File: src/rtl/counter8_pkg.sv
// ---------------------------------------------------------------------------
// counter8_pkg
//
// Shared definitions for the counter8 sequencing stage:
//   COUNT_WIDTH  - width of the count / load / target / next-value buses
//   COUNT_MAX    - all-ones count value, the top of the modulo range
//   state_t      - FSM states of the sequencer (IDLE, RUN, DONE)
//   atWrapBound  - true when a step in the given direction would cross the
//                  modulo boundary (FF->00 going up, 00->FF going down)
// ---------------------------------------------------------------------------
package counter8_pkg;

    localparam int COUNT_WIDTH = 8;
    localparam logic [COUNT_WIDTH-1:0] COUNT_MAX = 8'hFF;

    typedef enum logic [1:0] {
        ST_IDLE = 2'd0,
        ST_RUN  = 2'd1,
        ST_DONE = 2'd2
    } state_t;

    // The sequencer never does arithmetic itself; it only needs to know
    // whether the current count sits on the edge of the range for the
    // direction it is stepping in.
    function automatic logic atWrapBound(input logic [COUNT_WIDTH-1:0] count,
                                         input logic                   isAdd);
        if (isAdd) begin
            return (count == COUNT_MAX);
        end
        return (count == '0);
    endfunction

endpackage

File: src/rtl/counter8_seq.sv
// ---------------------------------------------------------------------------
// counter8_seq
//
// Sequencing / register stage sitting in front of the 8-bit add/sub counter
// datapath. It owns the architectural count, tells the datapath whether to
// add or subtract, takes the datapath's next value back, and walks a
// load / start / step-to-target sequence, flagging wrap and completion.
//
// Ports:
//   iClk      in   1   clock, all state changes on the rising edge
//   iRst      in   1   synchronous active-high reset
//   iLoad     in   1   load request (IDLE only, wins over iStart)
//   iLoadVal  in   W   value loaded into the count
//   iStart    in   1   start a counting run (IDLE only)
//   _iUpDown  in   1   direction captured at start, 1 = up (add)
//   iTarget   in   W   terminal value captured at start
//   iEn       in   1   step enable while running
//   iAbort    in   1   abandon the run, back to IDLE (wins over iEn)
//   iNext     in   W   datapath result for (oCount, oIsAdd)
//   oCount    out  W   registered count, feeds the datapath
//   oIsAdd    out  1   registered direction, feeds the datapath select
//   oBusy     out  1   high while running (decoded from state)
//   oDone     out  1   one-cycle pulse in the DONE cycle
//   oWrap     out  1   one-cycle pulse in the cycle showing a wrapped count
//
// Build option:
//   COUNTER8_SAT_EN - when defined, a step that would wrap is suppressed,
//                     the count holds and the run ends in DONE; oWrap is
//                     tied low. Undefined: plain modulo counting.
// ---------------------------------------------------------------------------
module counter8_seq
    import counter8_pkg::*;
#(
    parameter int CountWidth = COUNT_WIDTH
) (
    input  logic                  iClk,
    input  logic                  iRst,
    input  logic                  iLoad,
    input  logic [CountWidth-1:0] iLoadVal,
    input  logic                  iStart,
    input  logic                  _iUpDown,
    input  logic [CountWidth-1:0] iTarget,
    input  logic                  iEn,
    input  logic                  iAbort,
    input  logic [CountWidth-1:0] iNext,
    output logic [CountWidth-1:0] oCount,
    output logic                  oIsAdd,
    output logic                  oBusy,
    output logic                  oDone,
    output logic                  oWrap
);

    state_t                r_state;
    logic [CountWidth-1:0] r_count;
    logic [CountWidth-1:0] r_target;
    logic                  r_isAdd;
    logic                  r_done;
`ifndef COUNTER8_SAT_EN
    logic                  r_wrap;
`endif

    logic                  w_atBound;
    logic                  w_hitTarget;

    // Boundary and target checks on the current step. The datapath result
    // is trusted as-is; the bound check only looks at where we are now and
    // which way we are going.
    assign w_atBound   = atWrapBound(r_count, r_isAdd);
    assign w_hitTarget = (iNext == r_target);

    // Main sequencer: state, count, captured direction/target and the
    // registered pulse outputs all update together. Pulses default low
    // every cycle so they can only ever last one cycle.
    always_ff @(posedge iClk) begin
        if (iRst) begin
            r_state  <= ST_IDLE;
            r_count  <= '0;
            r_target <= '0;
            r_isAdd  <= 1'b1;
            r_done   <= 1'b0;
`ifndef COUNTER8_SAT_EN
            r_wrap   <= 1'b0;
`endif
        end else begin
            r_done <= 1'b0;
`ifndef COUNTER8_SAT_EN
            r_wrap <= 1'b0;
`endif
            case (r_state)
                ST_IDLE: begin
                    // Load wins over start when both arrive together.
                    if (iLoad) begin
                        r_count <= iLoadVal;
                    end else if (iStart) begin
                        r_isAdd  <= _iUpDown;
                        r_target <= iTarget;
                        // Already sitting on the target: a zero-step run.
                        if (r_count == iTarget) begin
                            r_state <= ST_DONE;
                            r_done  <= 1'b1;
                        end else begin
                            r_state <= ST_RUN;
                        end
                    end
                end

                ST_RUN: begin
                    // Abort wins over a step and never produces oDone.
                    if (iAbort) begin
                        r_state <= ST_IDLE;
                    end else if (iEn) begin
`ifdef COUNTER8_SAT_EN
                        // Saturating build: refuse the wrapping step and
                        // finish the run where we are.
                        if (w_atBound) begin
                            r_state <= ST_DONE;
                            r_done  <= 1'b1;
                        end else begin
                            r_count <= iNext;
                            if (w_hitTarget) begin
                                r_state <= ST_DONE;
                                r_done  <= 1'b1;
                            end
                        end
`else
                        r_count <= iNext;
                        r_wrap  <= w_atBound;
                        if (w_hitTarget) begin
                            r_state <= ST_DONE;
                            r_done  <= 1'b1;
                        end
`endif
                    end
                end

                ST_DONE: begin
                    r_state <= ST_IDLE;
                end

                default: begin
                    r_state <= ST_IDLE;
                end
            endcase
        end
    end

    assign oCount = r_count;
    assign oIsAdd = r_isAdd;
    assign oBusy  = (r_state == ST_RUN);
    assign oDone  = r_done;
`ifdef COUNTER8_SAT_EN
    assign oWrap  = 1'b0;
`else
    assign oWrap  = r_wrap;
`endif

endmodule

File: config.mk
export PLATFORM = sky130hd
export DESIGN_NAME = counter8_seq
export DESIGN_NICKNAME = d
export VERILOG_FILES = /design/src/rtl/counter8_pkg.sv /design/src/rtl/counter8_seq.sv
export SDC_FILE = /design/constraint.sdc
export NUM_CORES = 1
export LEC_CHECK = 0
export CORE_MARGIN = 10
export CORE_UTILIZATION = 45
export CTS_CLUSTER_SIZE = 25
export DETAILED_ROUTE_END_ITERATION = 8
export HOLD_SLACK_MARGIN = 0.02
export PLACE_DENSITY = 0.83
export SLEW_MARGIN = 20
export SYNTH_ARGS = -nofsm -noshare
export SYNTH_HDL_FRONTEND = slang
export SYNTH_SLANG_ARGS = --single-unit
File: constraint.sdc
create_clock -name iClk -period 3.3 [get_ports iClk]
set_input_delay 0.33 -clock iClk [delete_from_list [all_inputs] [get_ports iClk]]
set_output_delay 0.33 -clock iClk [all_outputs]
set_load 0.1 [all_outputs]
==> results.ini, run 1 <==
[synthesis]
postSynthAreaPerCell_um2=8.69
yosysMostFrequentCell=dfxtp_1
yosysWarnings=0
yosysTopAreaCellShare_pct=40.0
yosys.area.top_type=dfxtp_1
synth.area.top_cells=dfxtp_1, xnor2_1, mux2i_1, nand2_1, a211oi_1
syn_nets=152
synth-edff-count=0
async_flop_share_pct=0
synth_cell_type_count=23
synth_cells=121
ys_seq_area_share_pct=40.0
netlist_top_cells_count=dfxtp_1, nand2_1, xnor2_1
synth_ff_type=dfxtp_1
synthesis.area_um2=1050
synth-seq-cells=21

[power]
pwr-share-seq_pct=45.7
leakage_uw=0.000553
powerDensity_nw_per_um2=418
p_comb_share_pct=34.4
switching_power_uw=232
p_clk_share_pct=19.9
vdd_drop_max_uv=282
p_int_uw=400
power_uw=632
swShare_pct=36.7

[status]
status=complete, no violations

[floorplanning]
rows=17
core_um2=2210
io_pins=43
die_x_um=68.3
initial_core_util_pct=47.5
die_h_um=68.3
dieArea_um2=4670

[global_route]
grt_max_degree=21
grtUsageTotal_pct=13.6
grt_pass1_wl_mm=4.91
grt_pass1_vias=1044
antenna_found_initial=0
gr-total-overflow=0

[clocking]
ctsResizeCount=0
cts_buffers=3
holdBufCountCts=0
clockBufferDepth=2
worstSkewPairLatency_ps=310
cts_root_buf=clkbuf_4
path_clk_slew_ps=120
clkSinkCount=21
cts_tree=built
post_cts_buffers=0
htreeDepth=1

[worst_setup_path]
reg2reg_to=oDone$_SDFF_PP0_
worstPathBufferInverterCount=1
crit_chain=clkdlybuf4s50_1
timing.rr.start=r_state[0]$_SDFFE_PP0P_
cp-endpoint=oCount[1]
cp-end-kind=primary output
cp_max_fo=5
crit_path_start_kind=flip-flop
worstRegToRegCells=3
critical_path_arrival_ps=1950
critPathKind=flip-flop to primary output
crit_cells=1
critPathMaxStageDelay_ps=1180
cp_top_family=buffers and inverters
worst_path_max_delay_cell=clkdlybuf4s50_1
r2r_slack_ps=1390
crit_start=oCount[1]$_SDFFE_PP0P_
cp_data_required_time_ps=2970

[sta]
max_slew_margin_pct=33.2
slew_viol_final=0
tightest_slew_ps=999
fmax_mhz=439
finalCritPeriodShare_pct=69.1
rsz0062_at_grt=no
min_period_ps=2280
finalClockSkew_ps=5.00
finalWorstSetupSlack_ps=1020
setup_viol=0
tns_ps=0
hold_viol_final=0

[place]
dpl_cell_area_um2=1480
hpwl_mm=2.44
pre_cts_ws_ps=1010
numPortBuffers=42
globalplace.congestion=0.797

[min_path]
holdCritPathClass=flip-flop to flip-flop

[drt]
vias=1036
first_iter_violations=33
ant_nets=0
drc_errors=0
wl_mm=3.07
routedWlPerCell_um=16.2
dr.pass1.iters=4
routed_via_density=5.45

[cells_and_area]
fill_cells=184
fin_area_um2=1510
antenna_cells=0
nets=194
drive_above_1_share_pct=3.70
area_delta_synth_final_pct=43.7

[run]
maxCapViolCount=0

==> per-layer routing <==
metal / routed length [µm] / vias to the layer above / global-route usage [%]
li1: - / 514 / -
met1: 1310 / 483 / 14.6
met2: 1500 / 33 / 23.6
met3: 226 / 6 / 5.06
met4: 44 / 0 / 5.78
met5: 0 / - / 0
==> area by class of cell <==
class,instances,area (µm²),area share (%)
clock buffers,4,26.3,1.74
repair buffers,42,418,27.7
multi-input cells,93,603,39.9
well taps,28,35.0,2.32
inverters,2,7.51,0.497
flip-flops and latches,21,420,27.8
==> power groups by stage <==
| stage | clock, µW | combinational (µW) | sequential (µW) |
|---|---|---|---|
| 6_report | 126 | 217 | 289 |
| 2_1_floorplan | 0 | 70.4 | 363 |
| 3_3_place_gp | 0 | 215 | 293 |
| 5_1_grt | 140 | 228 | 292 |
| 3_5_place_dp | 0 | 218 | 294 |
| 4_1_cts | 129 | 219 | 288 |
==> placed cells by master, fill, tap and decap left out, types with 2 or more instances in the layout <==
cell and instances:
a211oi_1 9, a21oi_1 8, clkbuf_4 3, clkdlybuf4s50_1 41, dfxtp_1 21, inv_1 2
mux2i_1 8, nand2_1 20, nand2b_1 2, nand3b_1 3, nand4_1 5, nor2_1 10
nor4_1 2, o41ai_1 2, xnor2_1 16
==> per-stage QoR <==
| step | instances | hold WS, ps | utilization, % |
|---|---|---|---|
| global placement | 186 | 457 | 67.1 |
| global route | 190 | 502 | 68.3 |
| finish | 190 | 477 | 68.3 |
| detailed placement | 186 | 467 | 67.1 |
| floorplan | 121 | 449 | - |
| CTS | 190 | 482 | 68.3 |
==> worst min-delay path by stage <==
stage | startpoint | cells past startpoint | to
after floorplan | r_target[0]$_SDFFE_PP0P_ | 2 | r_target[0]$_SDFFE_PP0P_
after global placement | r_target[1]$_SDFFE_PP0P_ | 2 | r_target[1]$_SDFFE_PP0P_
after detailed placement | r_target[5]$_SDFFE_PP0P_ | 2 | r_target[5]$_SDFFE_PP0P_
after CTS | r_target[5]$_SDFFE_PP0P_ | 2 | r_target[5]$_SDFFE_PP0P_
after global routing | r_target[1]$_SDFFE_PP0P_ | 2 | r_target[1]$_SDFFE_PP0P_
final | r_target[4]$_SDFFE_PP0P_ | 2 | r_target[4]$_SDFFE_PP0P_
==> state kept, by name, indices dropped and copies added, names as in the netlist <==
register / cells
oIsAdd: 1
oCount: 8
oDone: 1
oWrap: 1
r_target: 8
r_state: 2
==> cells by family after synthesis <==
family                    Yosys count  share of synthesized area (%)
and+or+nand+nor                    48                           22.9
muxes                               8                           7.62
xor gates and xnor gates           16                           13.3
DFF                                21                           40.0
buffers and inverters               7                           2.62
AOI/OAI and AO/OA                  21                           13.6
(Power assumes the default switching activity.)
==> inputs of run 2 (changes only) <==
Settings changed: CORE_UTILIZATION 45 to 42, PLACE_DENSITY 0.83 to 0.79.
Clock period 3.3 ns to 2.39 ns, I/O delays scaled along.
==> run 2 against run 1 <==
- first-iteration DRC count increased by 15%
- worst setup slack got worse by 450 ps
- core utilization down 6.2 points
- routed wire length is 0.59% higher
- via count shrank 1.9%
- critical path depth up 2
- sequential cell count is the same
- global-route usage shrank 1.7 points
- design area about the same
- die area rose by 5.0%
- critical path type unchanged
- critical endpoint is now oBusy
==> results.ini, run 2 (same netlist as run 1, synthesis figures left out) <==
[place]
place_inst=191
globalplace.congestion=0.769
hpwl_mm=2.49
dpl_cell_area_um2=1480
numPortBuffers=42
pre_cts_ws_ps=421

[drt]
wl_mm=3.09
routed_via_density=5.21
dr.pass1.iters=4
first_iter_violations=38
routedWlPerCell_um=15.9
vias=1016
ant_nets=0
drc_errors=0

[cells_and_area]
finalNonFillerCells=195
fin_area_um2=1510
area_delta_synth_final_pct=43.6
drive_above_1_share_pct=12.7
nets=197
layout_common_cells=clkdlybuf4s50_1, dfxtp_1, nand2_1
antenna_cells=0
final_common_cell=clkdlybuf4s50_1

[power]
vdd_drop_max_uv=326
powerDensity_nw_per_um2=576
leakage_uw=0.000587

[global_route]
antenna_found_initial=0
grt_pass1_vias=1027
grt_pass1_wl_mm=4.84
gr-total-overflow=0
grt_max_degree=17
grtUsageTotal_pct=12.0

[status]
status=complete, no violations

[floorplanning]
die_x_um=70.0
core_um2=2430
io_pins=43
die_h_um=70.0
rows=18
initial_core_util_pct=43.2
dieArea_um2=4900

[sta]
rsz0062_at_grt=no
slew_viol_final=0
timing.hold.ws_ps=477
min_period_ps=1820
tns_ps=0
finalClockSkew_ps=6.26
finalWorstSetupSlack_ps=573
hold_viol_final=0
finalCritPeriodShare_pct=76.0
tightest_slew_ps=702
setup_viol=0
max_slew_margin_pct=53.2
fmax_mhz=550

[worst_setup_path]
r2r_slack_ps=710
critical_path_arrival_ps=1580
timing.rr.start=r_state[0]$_SDFFE_PP0P_
cp_data_required_time_ps=2150
cp-end-kind=primary output
worstRegToRegCells=3
worst_path_max_delay_cell=nand2b_1
crit_path_start_kind=flip-flop
critPathMaxStageDelay_ps=520
cp_max_fo=10
critPathKind=flip-flop to primary output
reg2reg_to=oDone$_SDFF_PP0_
crit_chain=nand2b_1 > inv_1 > buf_4

[min_path]
hold_start=r_target[0]$_SDFFE_PP0P_
min_path_cells=2
holdCritPathClass=flip-flop to flip-flop
min_to=r_target[0]$_SDFFE_PP0P_

[clocking]
cts_buffers=3
clkSinkCount=21
htreeDepth=1
cts_tree=built
path_clk_slew_ps=120
post_cts_buffers=0
worstSkewPairLatency_ps=310
cts_root_buf=clkbuf_4
clockBufferDepth=2
holdBufCountCts=0
ctsResizeCount=0

[run]
maxCapViolCount=0

==> run 2: cell type report <==
cell class	instances	area [µm²]
flip-flops and latches	21	420
multi-input cells	93	603
well taps	30	37.5
fillers	219	923
clock inverters	1	5.00
inverters	2	7.51
clock buffers	3	22.5
repair buffers	45	413
==> run 2: routing by layer <==
metal | vias up | track usage [%] | wire length (µm)
met1 | 472 | 12.9 | 1300
li1 | 519 | - | -
met2 | 23 | 22.3 | 1650
met5 | - | 0 | 0
met4 | 0 | 4.61 | 34
met3 | 2 | 2.26 | 109
==> run 2: through the flow <==
step	total power (µW)	utilization, %
finish	869	62.0
global route	898	62.0
CTS	869	62.0
detailed placement	704	60.9
global placement	701	60.9
floorplan	598	-
==> run 2: power breakdown <==
| group | switching [µW] | total [µW] | internal [µW] |
|---|---|---|---|
| clock | 110 | 173 | 62.4 |
| combinational | 185 | 299 | 114 |
| sequential | 25.5 | 397 | 372 |
| total | 321 | 869 | 548 |
==> run 2: worst max path at each step <==
| stage | start | to | slack, ps | cells past startpoint |
|---|---|---|---|---|
| after global placement | iLoad | oDone$_SDFF_PP0_ | 490 | 4 |
| final | r_state[1]$_SDFFE_PP0P_ | oBusy | 570 | 3 |
| after detailed placement | iLoad | oDone$_SDFF_PP0_ | 420 | 4 |
| after CTS | r_state[1]$_SDFFE_PP0P_ | oBusy | 550 | 3 |
| after floorplan | oCount[2]$_SDFFE_PP0P_ | oDone$_SDFF_PP0_ | 430 | 4 |
| after global routing | r_state[1]$_SDFFE_PP0P_ | oBusy | 470 | 3 |
==> run 2: critical path: cells and delay by family, from the launching register on <==
kind	cells	cell delay, ps
AND/OR/NAND/NOR	1	520
buffers and inverters	2	330
flip-flops	1	410
